===== config.mk =====
export PLATFORM = sky130hd
export DESIGN_NAME = regfile_master_flat
export DESIGN_NICKNAME = d
export VERILOG_FILES = /design/src/rtl/regfile_master_if.sv /design/src/rtl/regfile_master.sv /design/src/flat_wrapper.sv
export SDC_FILE = /design/constraint.sdc
export NUM_CORES = 1
export LEC_CHECK = 0
export CORE_MARGIN = 5
export CORE_UTILIZATION = 48
export CTS_CLUSTER_DIAMETER = 150
export DETAILED_ROUTE_END_ITERATION = 7
export GPL_TIMING_DRIVEN = 0
export PLACE_DENSITY = 0.86
export RECOVER_POWER = 25
export SETUP_SLACK_MARGIN = 0.15
export SLEW_MARGIN = 20
export SYNTH_ARGS = -nofsm -noshare
export SYNTH_HDL_FRONTEND = slang
export SYNTH_SLANG_ARGS = --single-unit

===== constraint.sdc =====
create_clock -name clk -period 3.35 [get_ports clk]
set_input_delay 0.67 -clock clk [delete_from_list [all_inputs] [get_ports clk]]
set_output_delay 0.67 -clock clk [all_outputs]
set_load 0.01 [all_outputs]

===== src/rtl/regfile_master_if.sv =====
// Request/response channel between a host sequencer and regfile_master.
// The controller uses the slave modport; the host side uses master.
interface regfile_master_if #(
    parameter int N = 16
);
    logic         req_valid;
    logic         req_ready;
    logic [1:0]   req_op;
    logic [2:0]   req_addr_a;
    logic [2:0]   req_addr_b;
    logic [N-1:0] req_wdata;
    logic         rsp_valid;
    logic         rsp_ready;
    logic [N-1:0] rsp_data;

    modport slave (
        input  req_valid, req_op, req_addr_a, req_addr_b, req_wdata, rsp_ready,
        output req_ready, rsp_valid, rsp_data
    );

    modport master (
        output req_valid, req_op, req_addr_a, req_addr_b, req_wdata, rsp_ready,
        input  req_ready, rsp_valid, rsp_data
    );
endinterface


===== src/rtl/regfile_master.sv =====
// Single-outstanding WRITE/READ/COPY controller for an 8-entry register file
// with a one-cycle registered read; read results return on a valid/ready channel.
module regfile_master #(
    parameter int N = 16
) (
    input  logic             clk,
    input  logic             rst,
    regfile_master_if.slave  bus,
    output logic             rf_read_enable,
    output logic [2:0]       rf_read_addr,
    input  logic [N-1:0]     rf_read_data,
    output logic             rf_write_enable,
    output logic [2:0]       rf_write_addr,
    output logic [N-1:0]     rf_write_data,
    output logic [7:0]       rd_count,
    output logic [7:0]       wr_count
);

    typedef enum logic [1:0] {ST_IDLE, ST_ISSUE, ST_WAIT, ST_RESP} state_e;

    localparam logic [1:0] OP_NOP   = 2'b00;
    localparam logic [1:0] OP_WRITE = 2'b01;
    localparam logic [1:0] OP_READ  = 2'b10;

    state_e       state_q, state_d;
    logic [1:0]   op_q, op_d;
    logic [2:0]   a_q, a_d;
    logic [2:0]   b_q, b_d;
    logic [N-1:0] wdata_q, wdata_d;
    logic [N-1:0] rsp_data_q, rsp_data_d;
    logic [7:0]   rd_cnt_q, rd_cnt_d;
    logic [7:0]   wr_cnt_q, wr_cnt_d;
    logic         rsp_valid;

    always_ff @(posedge clk or posedge rst) begin
        if (rst) begin
            state_q    <= ST_IDLE;
            op_q       <= OP_NOP;
            a_q        <= '0;
            b_q        <= '0;
            wdata_q    <= '0;
            rsp_data_q <= '0;
            rd_cnt_q   <= '0;
            wr_cnt_q   <= '0;
        end else begin
            state_q    <= state_d;
            op_q       <= op_d;
            a_q        <= a_d;
            b_q        <= b_d;
            wdata_q    <= wdata_d;
            rsp_data_q <= rsp_data_d;
            rd_cnt_q   <= rd_cnt_d;
            wr_cnt_q   <= wr_cnt_d;
        end
    end

    always_comb begin
        state_d         = state_q;
        op_d            = op_q;
        a_d             = a_q;
        b_d             = b_q;
        wdata_d         = wdata_q;
        rsp_data_d      = rsp_data_q;
        rf_read_enable  = 1'b0;
        rf_read_addr    = '0;
        rf_write_enable = 1'b0;
        rf_write_addr   = '0;
        rf_write_data   = '0;
        rsp_valid       = 1'b0;
        unique case (state_q)
            ST_IDLE: begin
                if (bus.req_valid) begin
                    op_d    = bus.req_op;
                    a_d     = bus.req_addr_a;
                    b_d     = bus.req_addr_b;
                    wdata_d = bus.req_wdata;
                    if (bus.req_op != OP_NOP) state_d = ST_ISSUE;
                end
            end
            ST_ISSUE: begin
                if (op_q == OP_WRITE) begin
                    rf_write_enable = 1'b1;
                    rf_write_addr   = a_q;
                    rf_write_data   = wdata_q;
                    state_d         = ST_IDLE;
                end else begin
                    rf_read_enable = 1'b1;
                    rf_read_addr   = a_q;
                    state_d        = ST_WAIT;
                end
            end
            ST_WAIT: begin
                // Registered read data is valid now; COPY forwards it straight to the write port.
                if (op_q == OP_READ) begin
                    rsp_data_d = rf_read_data;
                    state_d    = ST_RESP;
                end else begin
                    rf_write_enable = 1'b1;
                    rf_write_addr   = b_q;
                    rf_write_data   = rf_read_data;
                    state_d         = ST_IDLE;
                end
            end
            ST_RESP: begin
                rsp_valid = 1'b1;
                if (bus.rsp_ready) state_d = ST_IDLE;
            end
            default: state_d = ST_IDLE;
        endcase
        rd_cnt_d = rd_cnt_q + {7'd0, rf_read_enable};
        wr_cnt_d = wr_cnt_q + {7'd0, rf_write_enable};
    end

    assign bus.req_ready = (state_q == ST_IDLE) && !rst;
    assign bus.rsp_valid = rsp_valid;
    assign bus.rsp_data  = rsp_data_q;
    assign rd_count      = rd_cnt_q;
    assign wr_count      = wr_cnt_q;

endmodule


===== src/flat_wrapper.sv =====
// flat-port wrapper written by rule: the top's interface ports become plain ports
module regfile_master_flat 
#(
    parameter int N = 16
)
  (clk, rst, rf_read_enable, rf_read_addr, rf_read_data, rf_write_enable, rf_write_addr, rf_write_data, rd_count, wr_count, bus_req_valid, bus_req_op, bus_req_addr_a, bus_req_addr_b, bus_req_wdata, bus_rsp_ready, bus_req_ready, bus_rsp_valid, bus_rsp_data);
  regfile_master_if #(.N(N)) bus_i ();
  input  logic clk;
  input  logic rst;
  output logic rf_read_enable;
  output logic [2:0] rf_read_addr;
  input  logic [N-1:0] rf_read_data;
  output logic rf_write_enable;
  output logic [2:0] rf_write_addr;
  output logic [N-1:0] rf_write_data;
  output logic [7:0] rd_count;
  output logic [7:0] wr_count;
  input wire logic [$bits(bus_i.req_valid)-1:0] bus_req_valid;
  input wire logic [$bits(bus_i.req_op)-1:0] bus_req_op;
  input wire logic [$bits(bus_i.req_addr_a)-1:0] bus_req_addr_a;
  input wire logic [$bits(bus_i.req_addr_b)-1:0] bus_req_addr_b;
  input wire logic [$bits(bus_i.req_wdata)-1:0] bus_req_wdata;
  input wire logic [$bits(bus_i.rsp_ready)-1:0] bus_rsp_ready;
  output wire logic [$bits(bus_i.req_ready)-1:0] bus_req_ready;
  output wire logic [$bits(bus_i.rsp_valid)-1:0] bus_rsp_valid;
  output wire logic [$bits(bus_i.rsp_data)-1:0] bus_rsp_data;
  assign bus_i.req_valid = bus_req_valid;
  assign bus_i.req_op = bus_req_op;
  assign bus_i.req_addr_a = bus_req_addr_a;
  assign bus_i.req_addr_b = bus_req_addr_b;
  assign bus_i.req_wdata = bus_req_wdata;
  assign bus_i.rsp_ready = bus_rsp_ready;
  assign bus_req_ready = bus_i.req_ready;
  assign bus_rsp_valid = bus_i.rsp_valid;
  assign bus_rsp_data = bus_i.rsp_data;
  regfile_master #(.N(N)) u_core (.clk(clk), .rst(rst), .bus(bus_i), .rf_read_enable(rf_read_enable), .rf_read_addr(rf_read_addr), .rf_read_data(rf_read_data), .rf_write_enable(rf_write_enable), .rf_write_addr(rf_write_addr), .rf_write_data(rf_write_data), .rd_count(rd_count), .wr_count(wr_count));
endmodule

==> results of run 1 <==
kinds of logic after synthesis:
group,after synthesis,synth area share (%)
DFF,58,52.8
buffers and inverters,15,2.82
AOI/OAI and AO/OA,23,6.92
adders and majority gates,9,4.10
and+or+nand+nor,50,11.1
muxes,42,18.4
xor gates and xnor gates,12,3.83
metal layers:
layer | vias to the layer above | wire (µm) | track usage (%)
met2 | 73 | 3340 | 33.0
met3 | 11 | 487 | 5.67
li1 | 973 | - | -
met1 | 1037 | 2790 | 23.8
met4 | 0 | 127 | 7.77
met5 | - | 0 | 0
where the power goes:
group | leakage, nW | switching [mW] | total (mW) | internal (mW)
registers | 0.700 | 0.218 | 1.24 | 1.02
clock network | 0.114 | 0.270 | 0.763 | 0.493
logic | 0.930 | 0.655 | 1.60 | 0.941
total | 1.74 | 1.14 | 3.60 | 2.46
cell usage after synthesis, drive strengths merged (2+ instances only):
| cell | n | area [µm²] |
|---|---|---|
| buf | 7 | 47.5 |
| xor2 | 7 | 61.3 |
| dfrtp | 58 | 1450 |
| ha | 9 | 113 |
| inv | 4 | 15.0 |
| nor2 | 3 | 11.3 |
| nand2b | 2 | 15.0 |
| a32oi | 19 | 166 |
| clkbuf | 4 | 15.0 |
| and2 | 3 | 18.8 |
| a21oi | 2 | 10.0 |
| nor2b | 24 | 150 |
| nand3 | 7 | 35.0 |
| nand2 | 4 | 15.0 |
| xnor2 | 5 | 43.8 |
| and3 | 2 | 12.5 |
| mux2 | 41 | 495 |
state kept, by name (all words and copies together), names as in the netlist:
register,flops
u_core.wdata_q,16
u_core.wr_count,8
u_core.bus.rsp_data,16
u_core.b_q,3
u_core.a_q,3
u_core.rd_count,8
u_core.state_q,2
u_core.op_q,2
critical path: stages (launching register included):
cell and delay, ns:
dfrtp_1 0.40, inv_1 0.10, ha_1 0.31, clkbuf_1 0.36
nor2b_1 0.26, clkdlybuf4s50_1 0.57
through the flow:
stage	util [%]	worst slack [ns]	hold slack [ns]	std cells	total power [mW]
finish	73.7	0.347	0.475	398	3.60
global route	73.7	0.195	0.494	398	3.83
CTS	73.7	0.161	0.477	398	3.63
detailed placement	69.5	0.530	0.464	382	2.86
global placement	69.5	0.165	0.458	382	2.80
floorplan	-	1.13	0.479	209	2.09
layout make-up:
cell class	instances	share of cell area [%]
multi-input cells	136	29.8
inverters	4	0.368
repair buffers	101	24.7
well taps	72	2.21
clock buffers	11	3.22
plain buffers	11	1.59
clock inverters	5	2.51
flip-flops and latches	58	35.5
final timing paths:
kind	start	endpoint
max	u_core.state_q[1]$_DFFE_PP0P_	rf_write_enable
min	u_core.wr_count[7]$_DFF_PP0_	u_core.wr_count[7]$_DFF_PP0_
max reg2reg	u_core.state_q[1]$_DFFE_PP0P_	u_core.wr_count[6]$_DFF_PP0_
min reg2reg	u_core.wr_count[7]$_DFF_PP0_	u_core.wr_count[7]$_DFF_PP0_
max in group asynchronous	rst	u_core.rd_count[3]$_DFF_PP0_
min in group asynchronous	rst	u_core.rd_count[0]$_DFF_PP0_
==> results.cfg, run 1 <==
[drt]
drtAntennaViolNets = 0
viasPerCell = 5.26
drt_pass1_iterations = 4
drc = 0
wirelength_mm = 6.75
vias = 2094
wl_per_cell_um = 17.0
drtIter0Drc = 81

[final_layout]
syn_to_final_growth_pct = 48.7
design_area_um2 = 4090
drive_gt1_share_pct = 20.2
layout.nets = 374
final_cell_mix = clkdlybuf4s50_1 (101), dfrtp_1 (58), mux2_2 (32)
seqCellArea_um2 = 1450
num_antenna_cells = 0
nFillCells = 403
multiInputGateArea_um2 = 1220
final_common_cell = clkdlybuf4s50_1

[worst_setup_path]
critPathMaxFanout = 10
crit_arrival_ns = 2.33
reg2reg_depth = 9
cp.required_ns = 2.68
endpoint_kind = output port
worst-setup-path-type = register to output port
cp-start-kind = register
rrSetupSlack_ns = 0.99

[synthesis]
async_reset_ff_share_pct = 100
yosysSeqAreaShare_pct = 52.8
synth_ff_type = dfrtp_1
synth-seq-cells = 58
yosysUniqueCellTypes = 28
yosysWarnings = 0
syn_inst = 209
synth_edf_count = 0
synthesis.area_um2 = 2750
synthesis.nets = 262
syn_avg_cell_area_um2 = 13.1

[sta]
relSlewSlack_pct = -42.3
fin_crit_sh_pct = 89.6
rsz0062_at_grt = no
finalSetupViolations = 0
skew_ns = 0.00905
fmax_mhz = 333
hold_viol = 0
final.setup.tns_ns = 0
tightest_slew_ns = 2.13
timing.final.crit_period_ns = 3.00
finalMaxSlewViolations = 59

[outcome]
outcome = complete, but fails checks
violations = capacitance limit, slew limit

[clocking]
clk_pin_slew_ns = 0.07
cts_setup_buffers = 0
cts_tree = built
hold_buffers = 0
cts-root-buf = clkbuf_8
cts_sinks = 58
ctsResizeCount = 0
clkLatencyLatePin_ns = 0.33
clk_path_buf_depth = 2
ctsHtreeMaxLevel = 3
numCtsBuffers = 9

[run]
maxCapViolCount = 1

[global_route]
grt_pass1_vias = 2283
grt_pass1_wl_mm = 11.2
grt_overflow_total = 0
grtUsageTotal_pct = 19.7
antenna_found_initial = 0
grt_max_degree = 59

[placement]
routabilityCongestion = 0.792
portBuffers = 101
dpl.hpwl_mm = 4.96
dpl_cell_area_um2 = 3850

[die]
die_y_um = 85.7
start_util_pct = 49.6
coreArea_um2 = 5540
dieArea_um2 = 7340
die_w_um = 85.7
io_pins = 102
rows = 27

[pwr]
p_leak_nw = 1.74
ir_worst_vdd_v = 0.000465
pwr_density_cell_nw_per_um2 = 881

[min_path]
hold_path_depth = 1
hold_path.class = register to register
(Power assumes the default switching activity.)
==> inputs of run 2 (changes only) <==
--- a/config.mk
+++ b/config.mk
@@ -6,11 +6,11 @@
 export NUM_CORES = 1
 export LEC_CHECK = 0
 export CORE_MARGIN = 5
-export CORE_UTILIZATION = 48
+export CORE_UTILIZATION = 25
 export CTS_CLUSTER_DIAMETER = 150
 export DETAILED_ROUTE_END_ITERATION = 7
 export GPL_TIMING_DRIVEN = 0
-export PLACE_DENSITY = 0.86
+export PLACE_DENSITY = 0.5
 export RECOVER_POWER = 25
 export SETUP_SLACK_MARGIN = 0.15
 export SLEW_MARGIN = 20
==> constraint.sdc (replaced) <==
create_clock -name clk -period 3.2 [get_ports clk]
set_input_delay 0.64 -clock clk [delete_from_list [all_inputs] [get_ports clk]]
set_output_delay 0.64 -clock clk [all_outputs]
set_load 0.01 [all_outputs]
==> run 2 against run 1 <==
  * The flow now finishes without violations
  * Clock skew barely moved
  * Sequential power rose by 5%
  * Critical path type unchanged
  * Final cell count rose by 17%
  * Flip-flop and latch count did not move
  * Setup slack got worse by 0.033 ns
  * Worst hold slack got worse by 0.0096 ns
  * Wire length rose by 15%
  * Critical path depth rose by 2
  * Global-route usage fell by 7.3 points
  * Non-clock buffer count rose by 1
  * First-iteration DRC count fell by 44%
  * Via count fell by 2.1%
==> results.cfg, run 2 (synthesis gave the netlist of run 1 again) <==
[drt]
drt_pass1_iterations = 4
wl_per_cell_um = 16.6
wirelength_mm = 7.75
drc = 0
drtAntennaViolNets = 0
drtIter0Drc = 45
vias = 2051
viasPerCell = 4.39

[final_layout]
nFillCells = 1068
final_cell_mix = clkdlybuf4s50_1 (100), dfrtp_1 (58), mux2_2 (32)
fin_util_pct = 38.5
final_common_cell = clkdlybuf4s50_1
final_cells = 467
syn_to_final_growth_pct = 51.2
multiInputGateArea_um2 = 1220
layout.nets = 375
design_area_um2 = 4160
drive_gt1_share_pct = 21.4
seqCellArea_um2 = 1450
num_antenna_cells = 0

[worst_setup_path]
crit_arrival_ns = 2.25
path_delay_family = buffers and inverters
worst-setup-path-type = register to output port
path_depth = 7
reg2reg_depth = 11
endpoint_kind = output port
max_stage_delay_ns = 0.57
cp.buffers_inverters = 3
critPathMaxFanout = 10
cp_slowest_cell = clkdlybuf4s50_1
crit_chain = inv_1 -> ha_1 -> and3b_1 -> clkbuf_4 -> a21oi_1 -> nor2b_1 -> clkdlybuf4s50_1
cp-start-kind = register
cp.required_ns = 2.56

[die]
io_pins = 102
die_y_um = 115
dieArea_um2 = 13200
start_util_pct = 25.5
rows = 38
coreArea_um2 = 10800
die_w_um = 115

[pwr]
ir_worst_vdd_v = 0.000290
pwr_density_cell_nw_per_um2 = 885
p_leak_nw = 1.73

[run]
maxCapViolCount = 0

[global_route]
antenna_found_initial = 0
grt_pass1_wl_mm = 12.5
grt_overflow_total = 0
grt_pass1_vias = 2285
grtUsageTotal_pct = 12.3
grt_max_degree = 40

[sta]
fmax_mhz = 347
tightest_slew_ns = 1.01
skew_ns = 0.00893
rsz0062_at_grt = no
relSlewSlack_pct = 32.8
timing.final.crit_period_ns = 2.89
hold_viol = 0
finalSetupViolations = 0
finalMaxSlewViolations = 0
hold_slack_ns = 0.466
fin_crit_sh_pct = 90.2

[clocking]
clk_path_buf_depth = 2
clk_pin_slew_ns = 0.07
cts-root-buf = clkbuf_8
cts_sinks = 58
ctsHtreeMaxLevel = 3
cts_tree = built
cts_setup_buffers = 0
clkLatencyLatePin_ns = 0.33
numCtsBuffers = 9

[min_path]
hold_path_depth = 1
hold_path.class = register to register

[placement]
dp_cells = 451
portBuffers = 101
dpl_cell_area_um2 = 3960
routabilityCongestion = 0.708
dpl.hpwl_mm = 5.66

[outcome]
outcome = completed
[run 2: area by class of cell]
cell class / instances / area share (%)
buffer: 11 / 1.87
clock buffer: 14 / 3.91
clock inverter: 2 / 0.843
inverter: 4 / 0.391
multi-input combinational: 136 / 29.4
sequential: 58 / 34.9
tap: 140 / 4.22
timing repair buffer: 102 / 24.5
[run 2: report_power, final]
part           total [mW]  leakage (nW)  switching (mW)  internal (mW)
registers            1.30         0.700           0.233           1.07
clock network       0.690         0.101           0.287          0.403
logic                1.68         0.934           0.688          0.997
total                3.68          1.73            1.21           2.47
[run 2: stage by stage]
step                power [mW]  setup TNS [ns]  worst slack, ns
finish                    3.68               0            0.314
global route              3.95               0            0.158
CTS                       3.75               0            0.187
detailed placement        3.03               0            0.330
global placement          2.99          -11.52           -0.201
floorplan                 2.19               0            0.985
[run 2: layer usage]
metal | global-route usage (%) | up-vias | part of all wire [%]
met2 | 19.4 | 66 | 47
met4 | 3.99 | 0 | 1.2
met1 | 16.2 | 994 | 45
li1 | - | 980 | -
met5 | 0 | - | 0
met3 | 3.79 | 11 | 6.5
[run 2: worst paths after layout]
| check | slack (ns) | to | startpoint |
|---|---|---|---|
| max | 0.31 | rf_write_enable | u_core.state_q[1]$_DFFE_PP0P_ |
| min | 0.47 | u_core.wr_count[7]$_DFF_PP0_ | u_core.wr_count[7]$_DFF_PP0_ |
| max reg2reg | 0.93 | u_core.wr_count[6]$_DFF_PP0_ | u_core.state_q[1]$_DFFE_PP0P_ |
| min reg2reg | 0.47 | u_core.wr_count[7]$_DFF_PP0_ | u_core.wr_count[7]$_DFF_PP0_ |
| max in group asynchronous | 0.79 | u_core.wdata_q[10]$_DFFE_PP0P_ | rst |
| min in group asynchronous | 0.96 | u_core.state_q[0]$_DFFE_PP0P_ | rst |
[run 2: worst reg2reg max path: cells and delay by family (launching register included)]
family	cells	cell delay (ns)
flip-flops	1	0.41
buffers and inverters	2	0.34
adder cells (fa/ha/maj)	3	0.61
AND/OR/NAND/NOR	4	0.64
AO/OA/AOI/OAI	1	0.06
XOR/XNOR	1	0.15
[run 2: what timing repair did]
item / in CTS / in global routing
resized for setup: 2 / 12
endpoints found under the hold margin: 0 / 0
hold buffers: 0 / 0
endpoints found under the setup margin: 20 / 18
==> inputs of run 3 (changes only) <==
--- a/config.mk
+++ b/config.mk
@@ -9,7 +9,6 @@
 export CORE_UTILIZATION = 25
 export CTS_CLUSTER_DIAMETER = 150
 export DETAILED_ROUTE_END_ITERATION = 7
-export GPL_TIMING_DRIVEN = 0
 export PLACE_DENSITY = 0.5
 export RECOVER_POWER = 25
 export SETUP_SLACK_MARGIN = 0.15
==> run 3 against run 2 <==
  * Total power rose by 1.3%
  * Wire length down 2.1%
  * Critical path type unchanged
  * Sequential share of layout area up 0.13 points
  * Global-route usage down 0.46 points
  * Combinational power barely moved
  * Die area unchanged
  * Utilization decreased by 0.14 points
  * Clock power up 9.4%
  * Setup slack improved by 0.025 ns
  * Critical path depth unchanged
==> results.cfg, run 3 (synthesis gave the netlist of run 1 again) <==
[final_layout]
num_antenna_cells = 0
drive_gt1_share_pct = 20.2
final_common_cell = clkdlybuf4s50_1
syn_to_final_growth_pct = 50.7
final_cell_mix = clkdlybuf4s50_1 (100), dfrtp_1 (58), mux2_2 (32)
nFillCells = 1081
layout.nets = 370

[sta]
fin_crit_sh_pct = 89.4
fmax_mhz = 349
final.setup.tns_ns = 0
finalSetupViolations = 0
hold_slack_ns = 0.466
relSlewSlack_pct = 28.3
tightest_slew_ns = 1.07
rsz0062_at_grt = no
hold_viol = 0
skew_ns = 0.00635
timing.final.ws_setup_ns = 0.339
timing.final.crit_period_ns = 2.86
finalMaxSlewViolations = 0

[worst_setup_path]
cp.buffers_inverters = 3
rrSetupSlack_ns = 0.98
path_delay_family = buffers and inverters
timing.rr.end = u_core.wr_count[6]$_DFF_PP0_
cp-start-kind = register
r2r-start = u_core.state_q[1]$_DFFE_PP0P_
worst-setup-path-type = register to output port
reg2reg_depth = 11
max_stage_delay_ns = 0.55
critPathMaxFanout = 13
crit_arrival_ns = 2.22
cp_slowest_cell = clkdlybuf4s50_1
cp.required_ns = 2.56
endpoint_kind = output port
crit_chain = inv_1 -> ha_1 -> and3b_1 -> buf_4 -> a32oi_1 -> nor2b_1 -> clkdlybuf4s50_1

[pwr]
power_mw = 3.72
ir_worst_vdd_v = 0.000277
p_leak_nw = 1.73
pwr_density_cell_nw_per_um2 = 899

[min_path]
hold_path_depth = 1
hold_path.class = register to register
hold_start = u_core.rd_count[7]$_DFF_PP0_
hold_end = u_core.rd_count[7]$_DFF_PP0_

[die]
dieArea_um2 = 13200
die_w_um = 115
start_util_pct = 25.5
coreArea_um2 = 10800
io_pins = 102
die_y_um = 115
rows = 38

[placement]
dpl.hpwl_mm = 5.44
routabilityCongestion = 0.692
portBuffers = 101
post-place-ws_ns = 0.515

[drt]
vias = 2088
drtAntennaViolNets = 0
wirelength_mm = 7.59
drc = 0
drt_pass1_iterations = 4
wl_per_cell_um = 16.4
drtIter0Drc = 48
viasPerCell = 4.52

[global_route]
grt_max_degree = 34
grt_overflow_total = 0
antenna_found_initial = 0
grt_pass1_wl_mm = 12.0
grtUsageTotal_pct = 11.9
grt_pass1_vias = 2271

[clocking]
clk_pin_slew_ns = 0.07
numCtsBuffers = 9
ctsResizeCount = 0
cts-root-buf = clkbuf_8
hold_buffers = 0
clk_path_buf_depth = 2
clkLatencyLatePin_ns = 0.33
cts_setup_buffers = 0
cts_sinks = 58
ctsHtreeMaxLevel = 3
cts_tree = built

[run]
maxCapViolCount = 0

[outcome]
outcome = completed
run 3: changes by cell type in the layout (fill, tap and decap cells not counted), moves of 2 or more:
cell	delta
buf_2	-3
buf_4	+5
buf_6	-2
clkbuf_1	-2
clkbuf_2	-2
clkbuf_4	-3
run 3: area by class of cell:
class / count / area (µm²) / share of cell area [%]
clock inverters: 5 / 77.6 / 1.87
well taps: 140 / 175 / 4.23
flip-flops and latches: 58 / 1450 / 35.1
multi-input cells: 136 / 1220 / 29.4
clock buffers: 11 / 141 / 3.41
repair buffers: 108 / 1060 / 25.6
inverters: 4 / 15.0 / 0.363
run 3: worst register-to-register path: stages, from the launching register on:
cell and delay [ns]:
dfrtp_1 0.41, inv_1 0.11, ha_1 0.19, and3b_1 0.19, buf_4 0.17, a21oi_1 0.05, nor2b_1 0.19, ha_1 0.23
ha_1 0.19, nand3_1 0.13, nor2_1 0.15, xor2_1 0.15
run 3: stage by stage:
step                area (µm²)  std cells  utilization [%]
floorplan                 2750        209                -
global placement          3940        446             36.5
detailed placement        3940        446             36.5
CTS                       4160        462             38.5
global route              4140        462             38.4
finish                    4140        462             38.4
run 3: worst max path at each step:
stage                                             start                      endpoint  slack, ns  cells after the start
final                     u_core.state_q[1]$_DFFE_PP0P_              rf_write_addr[0]       0.34                      7
after global routing      u_core.state_q[1]$_DFFE_PP0P_              rf_write_data[9]       0.16                      7
after CTS                 u_core.state_q[1]$_DFFE_PP0P_              rf_write_data[8]       0.28                      7
after detailed placement                rf_read_data[1]              rf_write_data[1]       0.51                      4
after global placement                  rf_read_data[1]              rf_write_data[1]       0.53                      4
after floorplan           u_core.state_q[0]$_DFFE_PP0P_  u_core.wr_count[6]$_DFF_PP0_       0.98                     10
run 3: per-layer routing:
layer	share of wire (%)	track usage, %	wire length [µm]
met1	45	14.8	3390
met4	1.3	4.62	95
met5	0	0	0
met3	6.0	3.63	455
met2	48	19.3	3650
run 3: power by group:
part           internal [mW]  switching (mW)  total (mW)
Clock                  0.457           0.298       0.755
Combinational          0.981           0.684        1.67
Sequential              1.07           0.235        1.30
Total                   2.51            1.22        3.72
